===== src/rtl/video_timing_if.sv =====
// Bundle between the raster timing generator and its consumers (framebuffer reader, video port).
// The master drives timing outputs and samples the run enable.
interface video_timing_if #(
  parameter int XW = 10,
  parameter int YW = 10
);
  logic          en;
  logic          hs;
  logic          vs;
  logic          blank;
  logic [XW-1:0] x;
  logic [YW-1:0] y;
  logic          line_start;
  logic          frame_start;
  logic [23:0]   rgb;

  modport master (
    input  en,
    output hs, vs, blank, x, y, line_start, frame_start, rgb
  );

  modport slave (
    output en,
    input  hs, vs, blank, x, y, line_start, frame_start, rgb
  );
endinterface


===== src/rtl/video_timing_gen.sv =====
// Parametrised raster timing generator: syncs, blanking, coordinates and line/frame markers.
// Optional colour-bar test pattern on rgb when VIDEO_TIMING_TEST_PATTERN_EN is defined.
//
// state  | meaning
// IDLE   | counters held at 0, syncs deasserted, blank high
// RUN    | counters advance every pixel clock
module video_timing_gen #(
  parameter int HDISP    = 800,
  parameter int VDISP    = 480,
  parameter int HFP      = 40,
  parameter int HPULSE   = 48,
  parameter int HBP      = 40,
  parameter int VFP      = 13,
  parameter int VPULSE   = 3,
  parameter int VBP      = 29,
  parameter int SYNC_POL = 0
) (
  input  logic          clk_i,
  input  logic          reset_i,
  video_timing_if.master vt_io
);
  localparam int HTOT   = HDISP + HFP + HPULSE + HBP;
  localparam int VTOT   = VDISP + VFP + VPULSE + VBP;
  localparam int XW     = $clog2(HTOT);
  localparam int YW     = $clog2(VTOT);
  localparam int HS_BEG = HDISP + HFP;
  localparam int HS_END = HS_BEG + HPULSE;
  localparam int VS_BEG = VDISP + VFP;
  localparam int VS_END = VS_BEG + VPULSE;

  localparam logic SYNC_ON = (SYNC_POL != 0);

  localparam logic [0:0] S_IDLE = 1'b0;
  localparam logic [0:0] S_RUN  = 1'b1;

  if (HFP < 1 || HPULSE < 1 || HBP < 1 || VFP < 1 || VPULSE < 1 || VBP < 1 ||
      (HDISP % 8) != 0) begin : g_param_err
    $error("video_timing_gen: porch/pulse parameters must be nonzero and HDISP a multiple of 8");
  end

  logic [0:0]    state_q, state_d;
  logic [XW-1:0] hcnt_q, hcnt_d;
  logic [YW-1:0] vcnt_q, vcnt_d;
  logic          en_i;
  logic          run;
  logic          advance;
  logic          hwrap;
  logic          vwrap;

  assign en_i    = vt_io.en;
  assign run     = (state_q == S_RUN);
  assign advance = run && en_i;
  assign hwrap   = (hcnt_q == XW'(HTOT - 1));
  assign vwrap   = (vcnt_q == YW'(VTOT - 1));

  // Dropping en clears the counters on the same edge, so IDLE always sits at (0,0).
  always_comb begin
    state_d = en_i ? S_RUN : S_IDLE;
    hcnt_d  = '0;
    vcnt_d  = '0;
    if (advance) begin
      hcnt_d = hwrap ? '0 : hcnt_q + XW'(1);
      vcnt_d = vcnt_q;
      if (hwrap) begin
        vcnt_d = vwrap ? '0 : vcnt_q + YW'(1);
      end
    end
  end

  always_ff @(posedge clk_i or posedge reset_i) begin
    if (reset_i) begin
      state_q <= S_IDLE;
      hcnt_q  <= '0;
      vcnt_q  <= '0;
    end else begin
      state_q <= state_d;
      hcnt_q  <= hcnt_d;
      vcnt_q  <= vcnt_d;
    end
  end

  logic          hs_d, vs_d, blank_d, ls_d, fs_d;
  logic          hs_q, vs_q, blank_q, ls_q, fs_q;
  logic [XW-1:0] x_q;
  logic [YW-1:0] y_q;

  always_comb begin
    hs_d    = ~SYNC_ON;
    vs_d    = ~SYNC_ON;
    blank_d = 1'b1;
    ls_d    = 1'b0;
    fs_d    = 1'b0;
    if (run) begin
      if (hcnt_q >= XW'(HS_BEG) && hcnt_q < XW'(HS_END)) hs_d = SYNC_ON;
      if (vcnt_q >= YW'(VS_BEG) && vcnt_q < YW'(VS_END)) vs_d = SYNC_ON;
      blank_d = (hcnt_q >= XW'(HDISP)) || (vcnt_q >= YW'(VDISP));
      ls_d    = (hcnt_q == '0);
      fs_d    = (hcnt_q == '0) && (vcnt_q == '0);
    end
  end

  always_ff @(posedge clk_i or posedge reset_i) begin
    if (reset_i) begin
      hs_q    <= ~SYNC_ON;
      vs_q    <= ~SYNC_ON;
      blank_q <= 1'b1;
      ls_q    <= 1'b0;
      fs_q    <= 1'b0;
      x_q     <= '0;
      y_q     <= '0;
    end else begin
      hs_q    <= hs_d;
      vs_q    <= vs_d;
      blank_q <= blank_d;
      ls_q    <= ls_d;
      fs_q    <= fs_d;
      x_q     <= hcnt_q;
      y_q     <= vcnt_q;
    end
  end

  assign vt_io.hs          = hs_q;
  assign vt_io.vs          = vs_q;
  assign vt_io.blank       = blank_q;
  assign vt_io.x           = x_q;
  assign vt_io.y           = y_q;
  assign vt_io.line_start  = ls_q;
  assign vt_io.frame_start = fs_q;

`ifdef VIDEO_TIMING_TEST_PATTERN_EN
  localparam int BARW = HDISP / 8;

  // Bar position tracks hcnt_q, so the registered rgb lines up with x and blank.
  logic [XW-1:0] bpx_q;
  logic [2:0]    bar_q;
  logic [23:0]   rgb_d, rgb_q;

  always_ff @(posedge clk_i or posedge reset_i) begin
    if (reset_i) begin
      bpx_q <= '0;
      bar_q <= '0;
    end else if (!advance || hwrap) begin
      bpx_q <= '0;
      bar_q <= '0;
    end else if (bpx_q == XW'(BARW - 1)) begin
      bpx_q <= '0;
      bar_q <= bar_q + 3'd1;
    end else begin
      bpx_q <= bpx_q + XW'(1);
    end
  end

  always_comb begin
    rgb_d = '0;
    if (!blank_d) rgb_d = {{8{bar_q[2]}}, {8{bar_q[1]}}, {8{bar_q[0]}}};
  end

  always_ff @(posedge clk_i or posedge reset_i) begin
    if (reset_i) rgb_q <= '0;
    else         rgb_q <= rgb_d;
  end

  assign vt_io.rgb = rgb_q;
`else
  assign vt_io.rgb = 24'h000000;
`endif
endmodule


===== src/flat_wrapper.sv =====
// flat-port wrapper written by rule: the top's interface ports become plain ports
module video_timing_gen_flat 
#(
  parameter int HDISP    = 800,
  parameter int VDISP    = 480,
  parameter int HFP      = 40,
  parameter int HPULSE   = 48,
  parameter int HBP      = 40,
  parameter int VFP      = 13,
  parameter int VPULSE   = 3,
  parameter int VBP      = 29,
  parameter int SYNC_POL = 0
)
  (clk_i, reset_i, vt_io_en, vt_io_hs, vt_io_vs, vt_io_blank, vt_io_x, vt_io_y, vt_io_line_start, vt_io_frame_start, vt_io_rgb);
  video_timing_if #(.XW(($clog2((HDISP + HFP + HPULSE + HBP)))), .YW(($clog2((VDISP + VFP + VPULSE + VBP))))) vt_io_i ();
  input  logic clk_i;
  input  logic reset_i;
  input wire logic [$bits(vt_io_i.en)-1:0] vt_io_en;
  output wire logic [$bits(vt_io_i.hs)-1:0] vt_io_hs;
  output wire logic [$bits(vt_io_i.vs)-1:0] vt_io_vs;
  output wire logic [$bits(vt_io_i.blank)-1:0] vt_io_blank;
  output wire logic [$bits(vt_io_i.x)-1:0] vt_io_x;
  output wire logic [$bits(vt_io_i.y)-1:0] vt_io_y;
  output wire logic [$bits(vt_io_i.line_start)-1:0] vt_io_line_start;
  output wire logic [$bits(vt_io_i.frame_start)-1:0] vt_io_frame_start;
  output wire logic [$bits(vt_io_i.rgb)-1:0] vt_io_rgb;
  assign vt_io_i.en = vt_io_en;
  assign vt_io_hs = vt_io_i.hs;
  assign vt_io_vs = vt_io_i.vs;
  assign vt_io_blank = vt_io_i.blank;
  assign vt_io_x = vt_io_i.x;
  assign vt_io_y = vt_io_i.y;
  assign vt_io_line_start = vt_io_i.line_start;
  assign vt_io_frame_start = vt_io_i.frame_start;
  assign vt_io_rgb = vt_io_i.rgb;
  video_timing_gen #(.HDISP(HDISP), .VDISP(VDISP), .HFP(HFP), .HPULSE(HPULSE), .HBP(HBP), .VFP(VFP), .VPULSE(VPULSE), .VBP(VBP), .SYNC_POL(SYNC_POL)) u_core (.clk_i(clk_i), .reset_i(reset_i), .vt_io(vt_io_i));
endmodule

===== config.mk =====
export PLATFORM = sky130hd
export DESIGN_NAME = video_timing_gen_flat
export DESIGN_NICKNAME = d
export VERILOG_FILES = /design/src/rtl/video_timing_if.sv /design/src/rtl/video_timing_gen.sv /design/src/flat_wrapper.sv
export SDC_FILE = /design/constraint.sdc
export NUM_CORES = 1
export LEC_CHECK = 0
export BUFFER_PORTS_ARGS = -buffer_cell sky130_fd_sc_hd__buf_2
export CORE_MARGIN = 4
export CORE_UTILIZATION = 25
export CTS_CLUSTER_SIZE = 20
export DETAILED_ROUTE_END_ITERATION = 10
export GPL_TIMING_DRIVEN = 1
export SYNTH_ARGS = -nofsm -noshare
export SYNTH_HDL_FRONTEND = slang
export SYNTH_SLANG_ARGS = --single-unit

===== constraint.sdc =====
create_clock -name clk_i -period 2 [get_ports clk_i]
set_input_delay 0.3 -clock clk_i [delete_from_list [all_inputs] [get_ports clk_i]]
set_output_delay 0.3 -clock clk_i [all_outputs]
set_load 0.1 [all_outputs]

## After elaboration in Yosys (flattened, before gate mapping)

Cells that the tools add are included.

| storage, ports and cells | value |
|---|---|
| input bits | 3 |
| register bits after elaboration | 46 |
| word-level logic and storage cells | 41 |

| operators by class | value |
|---|---|
| $lt $le $gt $ge | 6 |
| multiplexer cells | 13 |
| reductions and logical operators | 7 |
| equal/unequal tests | 3 |
| $add $sub $neg | 2 |

Operator list:

| operator | number |
|---|---|
| $mux W10 | 5 |
| $add A10 B1 Y10 const B | 2 |
| $eq A10 B10 Y1 const B | 2 |
| $ge A10 B10 Y1 const B | 2 |
| $ge A10 B9 Y1 const B | 2 |
| $logic_not A10 Y1 | 2 |
| $lt A10 B10 Y1 const B | 1 |
| $lt A10 B9 Y1 const B | 1 |
| $mux W1 | 8 |
| $logic_and A1 B1 Y1 | 4 |
| $ne A2 B2 Y1 const B | 1 |
| $logic_or A1 B1 Y1 | 1 |

## Longest topological paths before layout

Gate-level depths: netlist of the first run.

| logic depth | value |
|---|---|
| depth in word-level cells | 4 |
| mapped depth | 6 |
| mapped depth without buffers | 6 |

## Worst setup path before layout of the first run

Ideal clock, no wire load.

| timing path | value |
|---|---|
| kind | register to register |
| start point | register u_core.hcnt_q[0] |
| end point | register u_core.vcnt_q[6] |
| path buffers | 1 |
| library setup time | 0.078 ns |
| cell stages (with the launch flop) | 7 |
| data required time | 1.922 ns |
| data arrival time | 1.732 ns |
| clock period less this slack | 1.809 ns |
| path slack | 0.191 ns |
| path through | dfrtp_1 -> ha_1 -> and3_2 -> a41oi_4 -> buf_6 -> or4_1 -> a21oi_1 |

| on the way | value |
|---|---|
| cells in the longest elaborated chain, start to end | 2 |

RTL lines:

| element | RTL line | RTL |
|---|---|---|
| start: declaration | video_timing_gen.sv:42 | `logic [XW-1:0] hcnt_q, hcnt_d;` |
| start signal: assignment | video_timing_gen.sv:77 | `hcnt_q <= hcnt_d;` |
| $eq A10 B10 Y1 | video_timing_gen.sv:53 | `assign hwrap = (hcnt_q == XW'(HTOT - 1));` |
| $ne A2 B2 Y1 (no line) | - |  |
| end signal: assignment | video_timing_gen.sv:78 | `vcnt_q <= vcnt_d;` |
| end: declaration | video_timing_gen.sv:43 | `logic [YW-1:0] vcnt_q, vcnt_d;` |

Every way passes these cells.
A chain may end at the register's enable or synchronous reset.

## Final worst setup path of the first run

| timing path | value |
|---|---|
| start point | register u_core.hcnt_q[1] |
| end point | register u_core.vcnt_q[6] |

The elaborated chain is that of the path after synthesis.

==> run metrics, run 1 <==
layout cells sized above 1 between 20% and 30%; Sum Neg Setup Slack 0 ns; CTS tree built; post-CTS sizing 0; MaxCap Viol Count 0; worst-case reg-to-reg path depth 5; die width approximately 100 um; row count 33; Async SR Flop Fraction 100%; FF+latch count, synth 46; Yosys warnings 0; area share of the largest cell type after synthesis approximately half; DR vias 1422; mux cell area share after synthesis 0%; area share of fa/ha/maj cells after synthesis 3.55%; Final Setup Violations 0; transition time of the tightest slew-check pin between 0.5 and 0.6 ns; syn avg cell area between 10 and 15 sq um; Global Route Usage Sum 8.24%; crit path capture type flop; Worst-Skew Late Latency around 0.29 ns; Yosys top cell by area dfrtp_1; # IOs 52; Period Utilization, post-route roughly 94%; crit path max fanout 12; Remaining DRCs 0; VDD IR-drop max 233 uV; initial core utilization between 20% and 30%; crit path launch type flop; WP data required about 2.2 ns; Max Fclk between 0.5 and 0.6 GHz; largest family of logic cells by synthesized area simple AND/OR/NAND/NOR gates; r2r startpoint u_core.hcnt_q[1]; Max Slew Vio Count 0; Reg2Reg Setup Slack between 0.1 and 0.15 ns; die height ~100 um; Vias/cell approximately 4.3; post-synthesis instance total between 150 and 200; min-delay worst type in2reg; port buffer count 27; Synth Cell Area 2120 sq um; capture point of the worst reg-to-reg path u_core.vcnt_q[6]; antenna cells 0; minimum clock period around 1.9 ns; Max Buffers Root-to-Sink 2; cts-stage hold buffer count 1; Compound-Gate Fraction of Synth Area between 6 and 7%; Main synth FF type dfrtp_1; Final GP Congestion approximately 0.79; Post-DP HPWL roughly 3000 um; Layout area overhead 13.5%; CTS root buf clkbuf_8; cts bufs inserted 5; worst setup path end u_core.vcnt_q[6]; total gr overflow 0; beginning of the critical path u_core.hcnt_q[1]; Clock Sinks 46; maximum number of pins on one net before global-route repair 19; Layout fillers between 800 and 900; WHS about 0.17 ns; Seq/Total Area, Yosys between 50% and 60%; CP Data Arrival Time between 2 and 2.5 ns; Distinct cells, synth 38; clock slew at reported path FFs 0.08 ns; Post-synth EDFFs 0; setup bufs post-CTS 0; status finished, final reports clean; routed len/inst roughly 12 um; largest cells by area after synthesis dfrtp_1 51%, buf_4 9.2%, dfstp_2 3.7%; Lkg Pwr 1.13 nW; die area 10000 sq um; final hold viol count 0; RSZ-0062 raised after global routing no; first-pass GRT wire length ~6500 um; H-tree lvl count 2; Routed WL ~4000 um; Slew HR about 64%; Final nets 233; starting DRC count in detailed routing slightly above 60; drt first pass iters 4; most common cell after layout, fill and taps aside dfrtp_1; antenna violations before repair 0; core area approximately 8200 sq um; xor-xnor portion of the synthesized cell area under 10%; antenna-violating nets left 0; most frequent cells in the layout 43 x dfrtp_1, 27 x buf_2, 24 x conb_1, 15 x nand3_1; Clock Skew roughly 0.0042 ns; post-synthesis simple-gate area fraction 20.4%; vias in the first global route 1310; Power per Cell Area 756 nW/um^2; CP Class reg2reg
==> critical path, stage by stage (launching register included) <==
cell	delay, ns
dfrtp_1	0.40
ha_1	0.22
and3_2	0.27
a41oi_4	0.21
or4_1	0.55
a21oi_1	0.15
==> sequential cells by signal (all words and copies together) (netlist names) <==
signal                    cells
u_core.hcnt_q                10
u_core.vcnt_q                10
u_core.vt_io.x               10
u_core.vt_io.y               10
u_core.run                    1
u_core.vt_io.blank            1
u_core.vt_io.frame_start      1
u_core.vt_io.hs               1
u_core.vt_io.line_start       1
u_core.vt_io.vs               1
==> layer usage <==
layer  vias to the layer above  GRT usage (%)  part of all wire, %  routed length, um
met4                         0           3.11                  1.7                 70
met3                         5           2.15                  7.4                298
met2                        47           13.4                   47               1920
li1                        685              -                    -                  -
met5                         -              0                    0                  0
met1                       685           10.6                   43               1760
==> kinds of logic after synthesis <==
kind of cell	Yosys count
buffers and inverters	34
xor gates and xnor gates	8
and+or+nand+nor	74
AOI/OAI and AO/OA	18
DFF	46
other	1
adders and majority gates	6
==> through the flow <==
stage          setup slack (ns)  instances  power (W)  utilization (%)  area, sq um
2_1_floorplan             0.191        210    0.00127                -         2200
4_1_cts                   0.114        330    0.00184             29.2         2400
6_report                  0.121        330    0.00182             29.2         2400
3_5_place_dp              0.127        321    0.00126             28.0         2300
3_3_place_gp              0.179        321    0.00126             28.0         2300
5_1_grt                 0.00245        330    0.00189             29.2         2400
==> worst min path at each step <==
stage | startpoint | to | slack [ns] | cells after the start
global route | vt_io_en | u_core.run | 0.16 | 1
floorplan | vt_io_en | u_core.run | 0.33 | 0
finish | vt_io_en | u_core.run | 0.17 | 1
detailed placement | reset_i | u_core.vt_io.y[3] | 0.27 | 2
global placement | reset_i | u_core.vt_io.y[3] | 0.26 | 2
CTS | vt_io_en | u_core.run | 0.16 | 1
==> synthesized netlist by cell type (all sizes together), types with 2 or more instances <==
library cell / number
dfrtp: 43
buf: 29
nand3: 15
nand2: 12
nor2: 11
ha: 6
xnor2: 6
a21oi: 5
and3: 5
inv: 5
nand4: 5
nor3: 4
nor4: 4
or4: 4
a31oi: 3
dfstp: 3
nor2b: 3
o21ai: 3
o31ai: 3
nand4b: 2
nor4b: 2
or3: 2
xor2: 2
==> power breakdown <==
| part | switching [W] | internal (W) |
|---|---|---|
| Combinational | 0.000280 | 0.0000194 |
| Sequential | 0.00000430 | 0.000939 |
| Clock | 0.000294 | 0.000279 |
==> final cells by class <==
type	instances	area, sq um	area share (%)
tap	105	131	5.47
multi-input combinational	130	801	33.3
clock inverter	1	5.00	0.208
clock buffer	7	86.3	3.59
inverter	5	18.8	0.781
timing repair buffer	36	205	8.54
sequential	46	1150	48.1
Power figures use the tool's default switching activity.
==> inputs of run 2 (changes only) <==
--- a/config.mk
+++ b/config.mk
@@ -5,12 +5,14 @@
 export SDC_FILE = /design/constraint.sdc
 export NUM_CORES = 1
 export LEC_CHECK = 0
+export ABC_AREA = 1
 export BUFFER_PORTS_ARGS = -buffer_cell sky130_fd_sc_hd__buf_2
 export CORE_MARGIN = 4
-export CORE_UTILIZATION = 25
+export CORE_UTILIZATION = 53
 export CTS_CLUSTER_SIZE = 20
 export DETAILED_ROUTE_END_ITERATION = 10
 export GPL_TIMING_DRIVEN = 1
+export PLACE_DENSITY = 0.79
 export SYNTH_ARGS = -nofsm -noshare
 export SYNTH_HDL_FRONTEND = slang
 export SYNTH_SLANG_ARGS = --single-unit
==> run metrics, run 2 <==
die width between 70 and 80 um; vias in the first global route 1438; Lkg Pwr around 1.3 nW; most common cell after layout, fill and taps aside nand2_1; Sum Neg Setup Slack 0 ns; crit path launch type flop; cts bufs inserted 5; Yosys warnings 0; most common cell in the netlist nand2_1; Final Setup Violations 0; met3 global-route usage roughly 3.3%; MaxCap Viol Count 0; status finished, final reports clean; FF+latch count, synth 46; min-delay worst type in2async; Main synth FF type dfrtp_1; Vias/cell 4.73; die area about 5300 sq um; Top delay family on crit path flip-flops; final hold viol count 0; CP max-delay cell dfstp_2; DR vias around 1600; Yosys top cell by area dfrtp_1; DP Cell Count about 320; post-CTS sizing 0; initial core utilization about 55%; M2 GR Usage between 20% and 30%; drt first pass iters 4; first-pass GRT wire length approximately 6600 um; most frequent cells in the layout 62 x nand2_1, 43 x dfrtp_1, 27 x nor2_1, 27 x buf_2, 26 x inv_1; clock slew at reported path FFs 0.08 ns; setup bufs post-CTS 0; most instantiated cells after synthesis 62 x nand2_1, 43 x dfrtp_1, 27 x inv_1, 27 x nor2_1, 24 x buf_4; Post-DP HPWL 2790 um; Max Slew Vio Count 0; cts-stage hold buffer count 0; Clock Skew 0.00562 ns; slowest stage delay, CP between 0.5 and 0.6 ns; antenna-violating nets left 0; port buffer count 27; Post-synth EDFFs 0; Clock Sinks 46; Worst-Skew Late Latency ~0.29 ns; critical path cell sequence buf_2; post-synthesis instance total 250; antenna cells 0; minimum clock period approximately 1.5 ns; VDD IR-drop max about 330 uV; Final Util between 50% and 60%; GRT Max-Usage Layer met1; syn avg cell area 8.88 sq um; Layout Cells excl Fill around 330; Layout area overhead 7.94%; transition time of the tightest slew-check pin around 0.56 ns; Final nets ~290; CP bufs+invs 1; largest cells by area after synthesis dfrtp_1 48%, nand2_1 10%, buf_4 8.1%; CP Data Arrival Time between 1 and 1.5 ns; Max Fclk around 0.66 GHz; Remaining DRCs 0; H-tree lvl count 2; Slew HR between 60% and 70%; Max Buffers Root-to-Sink 2; die height approximately 73 um; Pwr Total around 0.0018 W; Routed WL 3850 um; Async SR Flop Fraction 100%; Period Utilization, post-route between 70% and 80%; Seq/Total Area, Yosys around 52%; crit path max fanout 1; Power per Cell Area approximately 750 nW/um^2; met1 Use GR between 20 and 25%; maximum number of pins on one net before global-route repair 47; total gr overflow 0; Global Route Usage Sum between 15 and 20%; Distinct cells, synth 27; CTS root buf clkbuf_8; layout cells sized above 1 roughly 17%; area share of the largest cell type after synthesis roughly 48%; # IOs 52; RSZ-0062 raised after global routing no; antenna violations before repair 0; Final GP Congestion between 0.8 and 0.9; core area 4030 sq um; CP Class reg2out; routed len/inst roughly 12 um; Layout fillers approximately 370; WP data required ~1.7 ns; CTS tree built; crit path capture type primary output; starting DRC count in detailed routing about 140; Synth Cell Area around 2200 sq um; row count 23
run 2: changes by cell type in the layout (fill, tap and decap cells not counted), sizes merged, moves of 4 or more:
cell / change
nor4: -4
nand2: +54
or4: -4
nand4: +4
buf: -7
nor2: +19
and3: -5
inv: +24
xnor2: -6
run 2: metrics by stage:
stage               hold WS (ns)  worst slack [ns]  area (sq um)
CTS                        0.123             0.458          2400
floorplan                  0.331             0.617          2310
detailed placement         0.423             0.492          2310
global placement           0.416             0.573          2310
global route               0.110             0.353          2400
finish                     0.130             0.474          2400
run 2: metal layers:
| metal | routed length (um) | vias to the layer above |
|---|---|---|
| met2 | 1690 | 71 |
| met4 | 46 | 0 |
| li1 | - | 787 |
| met3 | 327 | 5 |
| met1 | 1790 | 703 |
| met5 | 0 | - |
run 2: path summary, 6_finish.rpt:
check	to	slack, ns	startpoint	cells past startpoint
max in group asynchronous	u_core.vt_io.hs	1.49	reset_i	3
max reg2reg	u_core.vcnt_q[2]	0.49	u_core.hcnt_q[0]	9
min in group clk_i	u_core.run	0.13	vt_io_en	1
max	vt_io_blank	0.47	u_core.vt_io.blank	1
min reg2reg	u_core.vt_io.x[1]	0.44	u_core.hcnt_q[1]	0
min	u_core.vcnt_q[7]	0.13	reset_i	3
run 2: cell type report:
| type | count | area [sq um] | area share (%) |
|---|---|---|---|
| Timing Repair Buffer | 28 | 143 | 5.95 |
| Sequential cell | 46 | 1150 | 48.2 |
| Clock inverter | 1 | 5.00 | 0.209 |
| Multi-Input combinational cell | 169 | 833 | 34.8 |
| Inverter | 30 | 113 | 4.70 |
| Tap cell | 50 | 62.6 | 2.61 |
| Clock buffer | 7 | 86.3 | 3.60 |
run 2: where the power goes:
part           total [W]  leakage [nW]  switching (W)  internal (W)
clock           0.000561        0.0482       0.000282      0.000279
combinational   0.000292         0.646       0.000279     0.0000132
sequential      0.000944         0.625     0.00000496      0.000939
total            0.00180          1.32       0.000566       0.00123
run 2: cells by family (layout without fill, tap and decap cells):
logic type / Yosys count / in the layout / share of synthesized area (%)
buffers and inverters: 58 / 66 / 14.4
adders and majority gates: 6 / 6 / 3.38
xor gates and xnor gates: 3 / 3 / 1.18
AOI/OAI and AO/OA: 10 / 10 / 2.76
and+or+nand+nor: 126 / 126 / 26.1
other: 1 / 24 / 0.169
DFF: 46 / 46 / 52.0
